`config.mk`:
```
export PLATFORM = sky130hd
export DESIGN_NAME = uart_rx
export DESIGN_NICKNAME = d
export VERILOG_FILES = /design/src/rtl/uart_rx.sv
export SDC_FILE = /design/constraint.sdc
export NUM_CORES = 1
export LEC_CHECK = 0
export ABC_AREA = 0
export BUFFER_PORTS_ARGS = -buffer_cell sky130_fd_sc_hd__buf_4
export CORE_AREA = 2 2 59 72
export DETAILED_ROUTE_END_ITERATION = 16
export DIE_AREA = 0 0 61 74
export PLACE_DENSITY = 0.68
export SLEW_MARGIN = 20
export SYNTH_ARGS = -nofsm -noshare
export SYNTH_HDL_FRONTEND = slang
export SYNTH_SLANG_ARGS = --single-unit
```
`constraint.sdc`:
```
create_clock -name i_Clock -period 2.6 [get_ports i_Clock]
set_input_delay 0.26 -clock i_Clock [delete_from_list [all_inputs] [get_ports i_Clock]]
set_output_delay 0.26 -clock i_Clock [all_outputs]
set_load 0.02 [all_outputs]
```
`src/rtl/uart_rx.sv`:
```
// uart_rx -- 8N1 UART receiver, LSB first, mid-bit sampling.
//
// This is the receive half of the team's UART pair. It uses the same
// CLKS_PER_BIT convention as the transmitter, so the two can be wired
// together directly in loopback.
//
// Optional feature: when the macro RX_PARITY_EN is defined, the frame
// becomes 8E1. A PARITY state is added and the o_RX_Parity_Err output
// appears.
//
// Ports:
//   i_Clock          system clock; all logic runs on the rising edge
//   i_Rst_L          asynchronous active-low reset
//   i_RX_Serial      asynchronous serial line, idles high
//   o_RX_DV          one-cycle strobe; o_RX_Byte is valid in that cycle
//   o_RX_Byte        last good byte, held until the next good byte
//   o_RX_Busy        high whenever the FSM is not in IDLE
//   o_RX_Frame_Err   one-cycle strobe when the stop bit samples 0
//   o_RX_Parity_Err  (RX_PARITY_EN only) one-cycle strobe on bad parity
//
// state     | meaning
// ----------+------------------------------------------------------------
// IDLE      | line idle; waiting for rx_s to fall
// START     | counting to the middle of the start bit to confirm it
// DATA      | sampling 8 data bits at mid-bit, LSB first
// PARITY    | (RX_PARITY_EN) sampling the even-parity bit at mid-bit
// STOP      | sampling the stop bit; raises the DV or error strobe
// CLEANUP   | one cycle to let the strobes drop before IDLE
// WAIT_HIGH | stop bit was 0; hold here until the line goes high

module uart_rx #(
  parameter int CLKS_PER_BIT = 217
) (
  input  logic       i_Clock,
  input  logic       i_Rst_L,
  input  logic       i_RX_Serial,
  output logic       o_RX_DV,
  output logic [7:0] o_RX_Byte,
  output logic       o_RX_Busy,
  output logic       o_RX_Frame_Err
`ifdef RX_PARITY_EN
  ,
  output logic       o_RX_Parity_Err
`endif
);

  localparam int CNT_W = (CLKS_PER_BIT > 1) ? $clog2(CLKS_PER_BIT) : 1;
  localparam logic [CNT_W-1:0] LAST_CNT = CNT_W'(CLKS_PER_BIT - 1);
  localparam logic [CNT_W-1:0] HALF_CNT = CNT_W'((CLKS_PER_BIT - 1) / 2);

  typedef enum logic [2:0] {
    S_IDLE,
    S_START,
    S_DATA,
`ifdef RX_PARITY_EN
    S_PARITY,
`endif
    S_STOP,
    S_CLEANUP,
    S_WAIT_HIGH
  } state_t;

  state_t           state, state_nxt;
  logic [CNT_W-1:0] cnt, cnt_nxt;
  logic [2:0]       idx, idx_nxt;
  logic [7:0]       shift, shift_nxt;
  logic [7:0]       rx_byte, byte_nxt;
  logic             dv, dv_nxt;
  logic             ferr, ferr_nxt;
  logic             rx_meta, rx_s;
`ifdef RX_PARITY_EN
  logic             par_bit, par_nxt;
  logic             perr, perr_nxt;
`endif

  // Two-flop synchroniser. Both flops reset high so that a reset never
  // looks like a start bit.
  always_ff @(posedge i_Clock or negedge i_Rst_L) begin
    if (!i_Rst_L) begin
      rx_meta <= 1'b1;
      rx_s    <= 1'b1;
    end else begin
      rx_meta <= i_RX_Serial;
      rx_s    <= rx_meta;
    end
  end

  always_ff @(posedge i_Clock or negedge i_Rst_L) begin
    if (!i_Rst_L) begin
      state   <= S_IDLE;
      cnt     <= '0;
      idx     <= '0;
      shift   <= '0;
      rx_byte <= '0;
      dv      <= 1'b0;
      ferr    <= 1'b0;
`ifdef RX_PARITY_EN
      par_bit <= 1'b0;
      perr    <= 1'b0;
`endif
    end else begin
      state   <= state_nxt;
      cnt     <= cnt_nxt;
      idx     <= idx_nxt;
      shift   <= shift_nxt;
      rx_byte <= byte_nxt;
      dv      <= dv_nxt;
      ferr    <= ferr_nxt;
`ifdef RX_PARITY_EN
      par_bit <= par_nxt;
      perr    <= perr_nxt;
`endif
    end
  end

  always_comb begin
    state_nxt = state;
    cnt_nxt   = cnt;
    idx_nxt   = idx;
    shift_nxt = shift;
    byte_nxt  = rx_byte;
    // The strobes default low every cycle, so each one lasts exactly one cycle.
    dv_nxt    = 1'b0;
    ferr_nxt  = 1'b0;
`ifdef RX_PARITY_EN
    par_nxt   = par_bit;
    perr_nxt  = 1'b0;
`endif
    case (state)
      S_IDLE: begin
        cnt_nxt = '0;
        idx_nxt = '0;
        if (!rx_s) state_nxt = S_START;
      end
      S_START: begin
        if (cnt == HALF_CNT) begin
          cnt_nxt = '0;
          // The line is high again at mid start bit, so treat it as a glitch.
          state_nxt = rx_s ? S_IDLE : S_DATA;
        end else begin
          cnt_nxt = cnt + CNT_W'(1);
        end
      end
      S_DATA: begin
        if (cnt == LAST_CNT) begin
          cnt_nxt        = '0;
          shift_nxt[idx] = rx_s;
          if (idx == 3'd7) begin
            idx_nxt = '0;
`ifdef RX_PARITY_EN
            state_nxt = S_PARITY;
`else
            state_nxt = S_STOP;
`endif
          end else begin
            idx_nxt = idx + 3'd1;
          end
        end else begin
          cnt_nxt = cnt + CNT_W'(1);
        end
      end
`ifdef RX_PARITY_EN
      S_PARITY: begin
        if (cnt == LAST_CNT) begin
          cnt_nxt   = '0;
          par_nxt   = rx_s;
          state_nxt = S_STOP;
        end else begin
          cnt_nxt = cnt + CNT_W'(1);
        end
      end
`endif
      S_STOP: begin
        if (cnt == LAST_CNT) begin
          cnt_nxt = '0;
          if (!rx_s) begin
            // A framing error takes precedence over a parity error.
            ferr_nxt  = 1'b1;
            state_nxt = S_WAIT_HIGH;
`ifdef RX_PARITY_EN
          end else if (^{shift, par_bit}) begin
            perr_nxt  = 1'b1;
            state_nxt = S_CLEANUP;
`endif
          end else begin
            byte_nxt  = shift;
            dv_nxt    = 1'b1;
            state_nxt = S_CLEANUP;
          end
        end else begin
          cnt_nxt = cnt + CNT_W'(1);
        end
      end
      S_CLEANUP: state_nxt = S_IDLE;
      S_WAIT_HIGH: begin
        // A break or a stuck-low line must not be parsed as a stream of frames.
        if (rx_s) state_nxt = S_IDLE;
      end
      default: state_nxt = S_IDLE;
    endcase
  end

  assign o_RX_DV        = dv;
  assign o_RX_Byte      = rx_byte;
  assign o_RX_Busy      = (state != S_IDLE);
  assign o_RX_Frame_Err = ferr;
`ifdef RX_PARITY_EN
  assign o_RX_Parity_Err = perr;
`endif

endmodule
```
==> summary.txt, run 1 <==
Yosys
  – Synth Warn #: 0
  – Register area share after synthesis: 51.8%
  – Number of synthesized flops with an enable pin: 0
  – Ys async rst share: 100%
  – Top FF cell, synth: dfrtp_1
  – Post-synthesis cell type count: 38
  – Post-Syn Area per Cell: 11.5 µm²
  – Mapped Nets: 150
  – Mapped Cells: 143
  – Mapped Area: 1650 µm²
  – FF+latch count, synth: 34

Global route
  – First-pass GRT wire length: 5100 µm
  – Largest net degree at the start of global routing: 35
  – Total congestion overflow: 0
  – Tot GR Track Use: 15.5%
  – Antenna violations before repair: 0
  – Vias in the first global route: 1184

Timing
  – Worst-Margin Slew: 0.413 ns
  – Final Hold Viols: 0
  – Clock skew: 0.00575 ns
  – Final WS setup: 0.554 ns
  – # setup viols final: 0
  – Setup tns final: 0 ns
  – Fin crit share: 78.7%
  – Max-slew violation count: 0
  – Max Fclk: 0.489 GHz
  – RSZ-0062 raised after global routing: no
  – Rel. slew slack: 72.5%
  – Tmin final: 2.05 ns

Clock network
  – Clk slew on worst S/H paths: 0.07 ns
  – Setup Fix Bufs, Post-CTS: 0
  – Clock buffer count from CTS: 5
  – Htree depth: 2
  – CTS root buffer: clkbuf_8
  – TritonCTS clock tree: yes
  – Post-CTS sizing: 0
  – CTS Buffer Depth: 2
  – Worst-Skew Late Latency: 0.29 ns
  – Clk sinks: 34

Placed design
  – GP Congestion: 0.850
  – Port Buffer Count: 13
  – Placed insts: 204
  – Final HPWL DP: 2110 µm
  – Worst slack at placement: 0.586 ns

Critical path
  – FF-to-FF End: o_RX_Byte[4]
  – R2R Setup Slk: 0.55 ns
  – Crit. End Element: flop
  – Data arrival, critical path: 2.22 ns
  – R2r startpoint: cnt[0]
  – Req. time, crit path: 2.77 ns
  – Crit Path Category: reg -> reg
  – CP startpoint kind: flop
  – Worst Path Max Fanout: 9
  – R2R depth: 6

Hold path
  – Hold EP: rx_meta
  – Hold Path Depth: 1
  – Hold Startpoint: i_RX_Serial
  – Hold WC Path Type: in -> reg

Run status
  – Outcome: complete, no violations

Floorplanning
  – Die width: 61 µm
  – Die H: 74 µm
  – Row cnt: 25
  – CORE AREA: 3850 µm²
  – Ports: 14
  – Initial core utilization: 42.8%
  – Die ar.: 4510 µm²

Pwr
  – P_leak: 0.898 nW
  – Maximum VDD drop: 250 µV
  – Total power: 1.02 mW
  – Power Dens Cells: 536 nW/µm²

Run
  – Max Cap Viol: 0

Cells and area
  – ANT cells: 0
  – Layout cells sized above 1: 29.6%
  – Util after Layout: 49.3%
  – Area Overhead vs Synth: 15.2%
  – # fillers: 369
  – Final #Nets: 165
  – Finished Layout Cells: 213

Route
  – Router iterations before antenna repair: 4
  – Post-DRT Antenna Nets: 0
  – DRC: 0
  – WL per Instance: 13.8 µm
  – DRT iter0 DRCs: 29
  – Vias per cell: 5.29
  – Via Count: 1126
  – Total Wirelength: 2950 µm
through the flow:
stage | instance area [µm²] | hold WS (ns)
global route | 1900 | 0.0702
finish | 1900 | 0.0794
floorplan | 1650 | -0.0356
global placement | 1780 | 0.220
CTS | 1900 | 0.0715
detailed placement | 1780 | 0.226
cell type report:
cell class | count | area [µm²] | share of cell area [%]
clock buffer | 5 | 68.8 | 3.63
clock inverter | 3 | 40.0 | 2.11
inverter | 8 | 30.0 | 1.58
multi-input combinational | 94 | 722 | 38.1
sequential | 34 | 853 | 45.0
tap | 54 | 67.6 | 3.56
timing repair buffer | 15 | 115 | 6.07
per-layer routing:
metal  up-vias  part of all wire (%)  track usage [%]
li1        543                     -                -
met1       558                    42             16.0
met2        18                    53             27.1
met3         7                   3.2             5.39
met4         0                   2.3             7.97
met5         -                     0                0
sequential cells by signal, indices dropped and copies added (netlist names):
signal,cells
state,3
o_RX_Byte,8
rx_meta,1
o_RX_DV,1
cnt,8
o_RX_Frame_Err,1
rx_s,1
idx,3
shift,8
power breakdown:
part	leakage (nW)	total (mW)	internal, mW	switching, mW
combinational	0.386	0.0144	0.00328	0.0112
clock	0.0579	0.468	0.282	0.186
sequential	0.453	0.535	0.532	0.00285
total	0.898	1.02	0.817	0.200
layout by cell type, fill, tap and decap left out, types with 2 or more instances in the layout:
cell type / count
dfrtp_1: 32
mux2_2: 17
buf_4: 14
inv_1: 8
nor2_1: 7
nand2_1: 6
o21a_1: 5
a22o_1: 5
clkbuf_8: 5
nand3_1: 4
a21oi_1: 4
o21ai_0: 4
ha_1: 4
nor2b_1: 3
nand2b_1: 3
nor3_1: 3
a31oi_1: 3
and3_1: 2
and2_1: 2
nand4_1: 2
nand4b_1: 2
nor3b_1: 2
xor2_1: 2
clkinv_2: 2
dfstp_2: 2
worst max-delay path, stage by stage, from the launching register on:
cell and delay [ns]:
dfrtp_1 0.42, inv_1 0.12, ha_1 0.17, and3b_1 0.20
and3_1 0.36, and3_4 0.31, mux2_2 0.35
what timing repair did:
item / in CTS / in global routing
endpoints found under the setup margin: 0 / 0
hold buffers: 1 / 0
hold endpoints to repair: 32 / 0
Yosys cell counts (2+ instances only):
cell type | number | area, µm²
dfrtp_1 | 32 | 801
mux2_2 | 17 | 191
inv_1 | 8 | 30.0
nor2_1 | 7 | 26.3
nand2_1 | 6 | 22.5
a22o_1 | 5 | 43.8
clkbuf_1 | 5 | 18.8
o21a_1 | 5 | 37.5
a21oi_1 | 4 | 20.0
ha_1 | 4 | 50.1
nand3_1 | 4 | 20.0
o21ai_0 | 4 | 20.0
a31oi_1 | 3 | 18.8
nand2b_1 | 3 | 18.8
nor2b_1 | 3 | 18.8
nor3_1 | 3 | 15.0
and2_1 | 2 | 12.5
and3_1 | 2 | 12.5
buf_6 | 2 | 22.5
dfstp_2 | 2 | 52.6
nand4_1 | 2 | 12.5
nand4b_1 | 2 | 17.5
nor3b_1 | 2 | 15.0
xor2_1 | 2 | 17.5
worst max path at each step:
stage | start | to | slack, ns
2_1_floorplan | cnt[0] | o_RX_Byte[0] | 0.76
3_3_place_gp | cnt[0] | o_RX_Byte[4] | 0.68
3_5_place_dp | cnt[0] | o_RX_Byte[4] | 0.59
4_1_cts | cnt[0] | o_RX_Byte[4] | 0.55
5_1_grt | cnt[0] | o_RX_Byte[4] | 0.38
6_report | cnt[0] | o_RX_Byte[4] | 0.55
cell families after synthesis:
kind of cell | count (synthesis) | share of synthesized area [%]
AO/OA/AOI/OAI | 28 | 12.2
XOR/XNOR | 2 | 1.06
flip-flops | 34 | 51.8
buffers and inverters | 15 | 4.33
adder cells (fa/ha/maj) | 4 | 3.04
multiplexers | 18 | 12.5
AND/OR/NAND/NOR | 42 | 15.0
No activity file was read; power rests on OpenSTA's default activity.
==> inputs of run 2 (changes only) <==
--- a/config.mk
+++ b/config.mk
@@ -10,7 +10,7 @@
 export CORE_AREA = 2 2 59 72
 export DETAILED_ROUTE_END_ITERATION = 16
 export DIE_AREA = 0 0 61 74
-export PLACE_DENSITY = 0.68
+export PLACE_DENSITY = 0.7
 export SLEW_MARGIN = 20
 export SYNTH_ARGS = -nofsm -noshare
 export SYNTH_HDL_FRONTEND = slang
==> constraint.sdc (replaced) <==
create_clock -name i_Clock -period 1.8 [get_ports i_Clock]
set_input_delay 0.18 -clock i_Clock [delete_from_list [all_inputs] [get_ports i_Clock]]
set_output_delay 0.18 -clock i_Clock [all_outputs]
set_load 0.02 [all_outputs]
==> summary.txt, run 2 (synthesis gave the netlist of run 1 again) <==
Critical path
  – Data arrival, critical path: 1.94 ns
  – R2R Setup Slk: 0.03 ns
  – CP startpoint kind: flop
  – Crit. End Element: flop
  – Worst Path Max Fanout: 8
  – Req. time, crit path: 1.97 ns
  – Crit Path Category: reg -> reg

Timing
  – Clock skew: 0.00180 ns
  – RSZ-0062 raised after global routing: yes
  – Final Hold Viols: 0
  – Max-slew violation count: 0
  – Rel. slew slack: 72.2%
  – Max Fclk: 0.565 GHz
  – Worst-Margin Slew: 0.416 ns
  – Worst hold margin: 0.356 ns
  – Fin crit share: 98.3%
  – Tmin final: 1.77 ns
  – Setup tns final: 0 ns
  – # setup viols final: 0

Floorplanning
  – Initial core utilization: 42.8%
  – Die H: 74 µm
  – Die ar.: 4510 µm²
  – CORE AREA: 3850 µm²
  – Row cnt: 25
  – Die width: 61 µm
  – Ports: 14

Hold path
  – Hold WC Path Type: reg -> reg

Route
  – Router iterations before antenna repair: 4
  – Via Count: 1151
  – Vias per cell: 5.18
  – Total Wirelength: 2960 µm
  – WL per Instance: 13.3 µm
  – DRC: 0
  – Post-DRT Antenna Nets: 0
  – DRT iter0 DRCs: 54

Placed design
  – Final HPWL DP: 2080 µm
  – Port Buffer Count: 13
  – GP Congestion: 0.875
  – Placed insts: 210

Global route
  – First-pass GRT wire length: 5090 µm
  – Largest net degree at the start of global routing: 35
  – Total congestion overflow: 0
  – Vias in the first global route: 1137
  – Antenna violations before repair: 0
  – Tot GR Track Use: 15.3%

Clock network
  – CTS root buffer: clkbuf_8
  – Clk slew on worst S/H paths: 0.06 ns
  – Worst-Skew Late Latency: 0.28 ns
  – Htree depth: 2
  – Clock buffer count from CTS: 5
  – Clk sinks: 34
  – TritonCTS clock tree: yes
  – CTS Buffer Depth: 2

Cells and area
  – # fillers: 356
  – Util after Layout: 51.5%
  – Layout cells sized above 1: 36.3%
  – Finished Layout Cells: 222
  – ANT cells: 0
  – Commonest non-fill, non-tap cell in the layout: dfrtp_1
  – Final #Nets: 174
  – Area Overhead vs Synth: 20.4%
  – Most frequent cells in the layout: dfrtp_1, buf_4, mux2_2, nor2_1

Pwr
  – Total power: 1.36 mW
  – P_leak: 0.932 nW
  – Power Dens Cells: 688 nW/µm²
  – Maximum VDD drop: 431 µV

Run
  – Max Cap Viol: 0

Run status
  – Outcome: complete, no violations
-- run 2: routing by layer --
layer | vias to the layer above | routed length [µm] | track usage [%]
met1 | 562 | 1310 | 17.1
met4 | 0 | 50 | 5.80
li1 | 557 | - | -
met5 | - | 0 | 0
met3 | 7 | 112 | 4.70
met2 | 25 | 1480 | 27.0
-- run 2: path summary, 6_finish.rpt --
kind                          from  endpoint  depth (start not counted)
setup / recovery            cnt[1]    cnt[0]                          6
max in group asynchronous  i_Rst_L   rx_meta                          2
hold reg to reg            rx_meta      rx_s                          0
min in group asynchronous  i_Rst_L  shift[3]                          2
setup reg to reg            cnt[1]    cnt[0]                          6
hold / removal             rx_meta      rx_s                          0
-- run 2: stage by stage --
step	worst slack, ns	cell area [µm²]
after floorplan	-0.00273	1660
after global placement	0.0430	1840
after detailed placement	0.00426	1840
after CTS	0.0121	1950
after global routing	-0.0158	1980
final	0.0298	1980
-- run 2: repair_timing --
action | in CTS | in global routing
endpoints found under the hold margin | 33 | 0
hold buffers | 2 | 0
setup endpoints to repair | 1 | 4
gates resized for setup | 0 | 5
buffers inserted | 0 | 2
pin swaps | 1 | 2
-- run 2: report_power, final --
group	switching [mW]	internal [mW]	total [mW]	leakage [nW]
clock network	0.260	0.308	0.568	0.0482
logic	0.0165	0.00618	0.0227	0.431
registers	0.00432	0.768	0.773	0.453
total	0.281	1.08	1.36	0.932
-- run 2: cell type report --
type                       count  area (µm²)  share of cell area (%)
inverter                       8        30.0                    1.52
timing repair buffer          24         185                    9.34
clock buffer                   7        86.3                    4.36
clock inverter                 1        5.00                   0.253
multi-input combinational     94         754                    38.1
sequential                    34         853                    43.1
tap                           54        67.6                    3.41
-- run 2: critical path, cell delays in order, from the launching register on --
cell	delay, ns
dfrtp_1	0.39
inv_2	0.07
ha_4	0.13
nand2b_1	0.05
or4_4	0.43
a32o_2	0.32
mux2_4	0.27
==> inputs of run 3 (changes only) <==
--- a/config.mk
+++ b/config.mk
@@ -10,7 +10,7 @@
 export CORE_AREA = 2 2 59 72
 export DETAILED_ROUTE_END_ITERATION = 16
 export DIE_AREA = 0 0 61 74
-export PLACE_DENSITY = 0.7
+export PLACE_DENSITY = 0.68
 export SLEW_MARGIN = 20
 export SYNTH_ARGS = -nofsm -noshare
 export SYNTH_HDL_FRONTEND = slang
==> summary.txt, run 3 (synthesis gave the netlist of run 1 again) <==
Route
  – Router iterations before antenna repair: 4
  – DRC: 0
  – Total Wirelength: 3110 µm
  – Post-DRT Antenna Nets: 0
  – Via Count: 1195
  – Vias per cell: 5.36
  – WL per Instance: 14.0 µm
  – DRT iter0 DRCs: 49

Clock network
  – Htree depth: 2
  – CTS root buffer: clkbuf_8
  – TritonCTS clock tree: yes
  – Clk slew on worst S/H paths: 0.07 ns
  – Worst-Skew Late Latency: 0.29 ns
  – CTS Buffer Depth: 2
  – Clock buffer count from CTS: 5
  – Clk sinks: 34

Placed design
  – GP Congestion: 0.885
  – Final HPWL DP: 2200 µm
  – Placed cell area: 1850 µm²
  – Port Buffer Count: 13

Timing
  – # setup viols final: 0
  – Final Hold Viols: 0
  – RSZ-0062 raised after global routing: yes
  – Max-slew violation count: 0
  – Worst hold margin: 0.358 ns
  – Rel. slew slack: 72.0%
  – Clock skew: 0.00571 ns
  – Setup tns final: 0 ns
  – Fin crit share: 98.1%
  – Max Fclk: 0.566 GHz
  – Worst-Margin Slew: 0.420 ns
  – Tmin final: 1.77 ns

Critical path
  – Req. time, crit path: 1.97 ns
  – Crit. End Element: flop
  – Worst Path Max Fanout: 8
  – Crit. Startpoint: cnt[0]
  – R2r startpoint: cnt[0]
  – CP startpoint kind: flop
  – Crit Path Category: reg -> reg
  – R2R depth: 6
  – Data arrival, critical path: 1.94 ns

Pwr
  – Power Dens Cells: 742 nW/µm²
  – Maximum VDD drop: 375 µV
  – Total power: 1.49 mW
  – P_leak: 0.954 nW

Hold path
  – Hold WC Path Type: reg -> reg
  – Hold Startpoint: rx_meta
  – Hold Path Depth: 0

Cells and area
  – Most frequent cells in the layout: dfrtp_1, buf_4, mux2_2, nor2_1
  – Commonest non-fill, non-tap cell in the layout: dfrtp_1
  – Final #Nets: 175
  – Final Instance Area: 2000 µm²
  – Layout cells sized above 1: 36.7%
  – ANT cells: 0
  – Area Overhead vs Synth: 21.6%

Global route
  – Antenna violations before repair: 0
  – First-pass GRT wire length: 5310 µm
  – Tot GR Track Use: 16.1%
  – Total congestion overflow: 0
  – Vias in the first global route: 1220
  – Largest net degree at the start of global routing: 35

Run status
  – Outcome: complete, no violations

Run
  – Max Cap Viol: 0

Floorplanning
  – Die width: 61 µm
  – Ports: 14
  – Initial core utilization: 42.8%
  – Die ar.: 4510 µm²
  – Row cnt: 25
  – Die H: 74 µm
  – CORE AREA: 3850 µm²
==> run 3: cell types whose count changed in the layout (fill, tap and decap cells not counted), sizes merged <==
cell    change
buf         +1
bufinv      +1
clkbuf      -2
clkinv      +1
==> run 3: area by class of cell <==
cell class	instances	area [µm²]
Clock buffer	5	68.8
Clock inverter	3	40.0
Fill cell	350	1850
Inverter	8	30.0
Multi-Input combinational cell	94	749
Sequential cell	34	853
Tap cell	54	67.6
Timing Repair Buffer	25	193
==> run 3: through the flow <==
step           cells  util, %  setup slack [ns]
5_1_grt          223     52.0           -0.0340
3_5_place_dp     212     48.1            0.0185
4_1_cts          222     51.4           0.00221
2_1_floorplan    143        -          -0.00273
3_3_place_gp     212     48.1            0.0422
6_report         223     52.0            0.0336
==> run 3: path summary, 6_finish.rpt <==
check / end / slack [ns]
hold reg to reg: rx_s / 0.36
setup reg to reg: cnt[0] / 0.03
min in group asynchronous: cnt[2] / 0.37
hold / removal: rx_s / 0.36
setup / recovery: cnt[0] / 0.03
max in group asynchronous: rx_meta / 1.10
==> run 3: timing repair <==
item | CTS | global route
hold endpoints to repair | 33 | 0
buffers inserted | 0 | 1
endpoints found under the setup margin | 0 | 4
resized for setup | 0 | 3
hold buffers | 2 | 0
==> run 3: metal layers <==
metal	vias to the layer above	wire [µm]	GRT usage (%)	part of all wire, %
li1	566	-	-	-
met1	591	1220	17.0	39
met2	30	1700	28.2	55
met3	8	123	5.04	4.0
met4	0	63	7.97	2.0
met5	-	0	0	0
==> run 3: critical path: stages (launching register included) <==
cell and delay (ns):
dfrtp_1 0.39, inv_2 0.08, ha_4 0.12, nand2b_1 0.05, or4_4 0.42, a32o_2 0.32
mux2_4 0.27
==> run 3: power by group <==
group | switching (mW) | internal (mW) | total, mW
registers | 0.00434 | 0.768 | 0.772
logic | 0.0168 | 0.00615 | 0.0229
clock network | 0.283 | 0.407 | 0.690
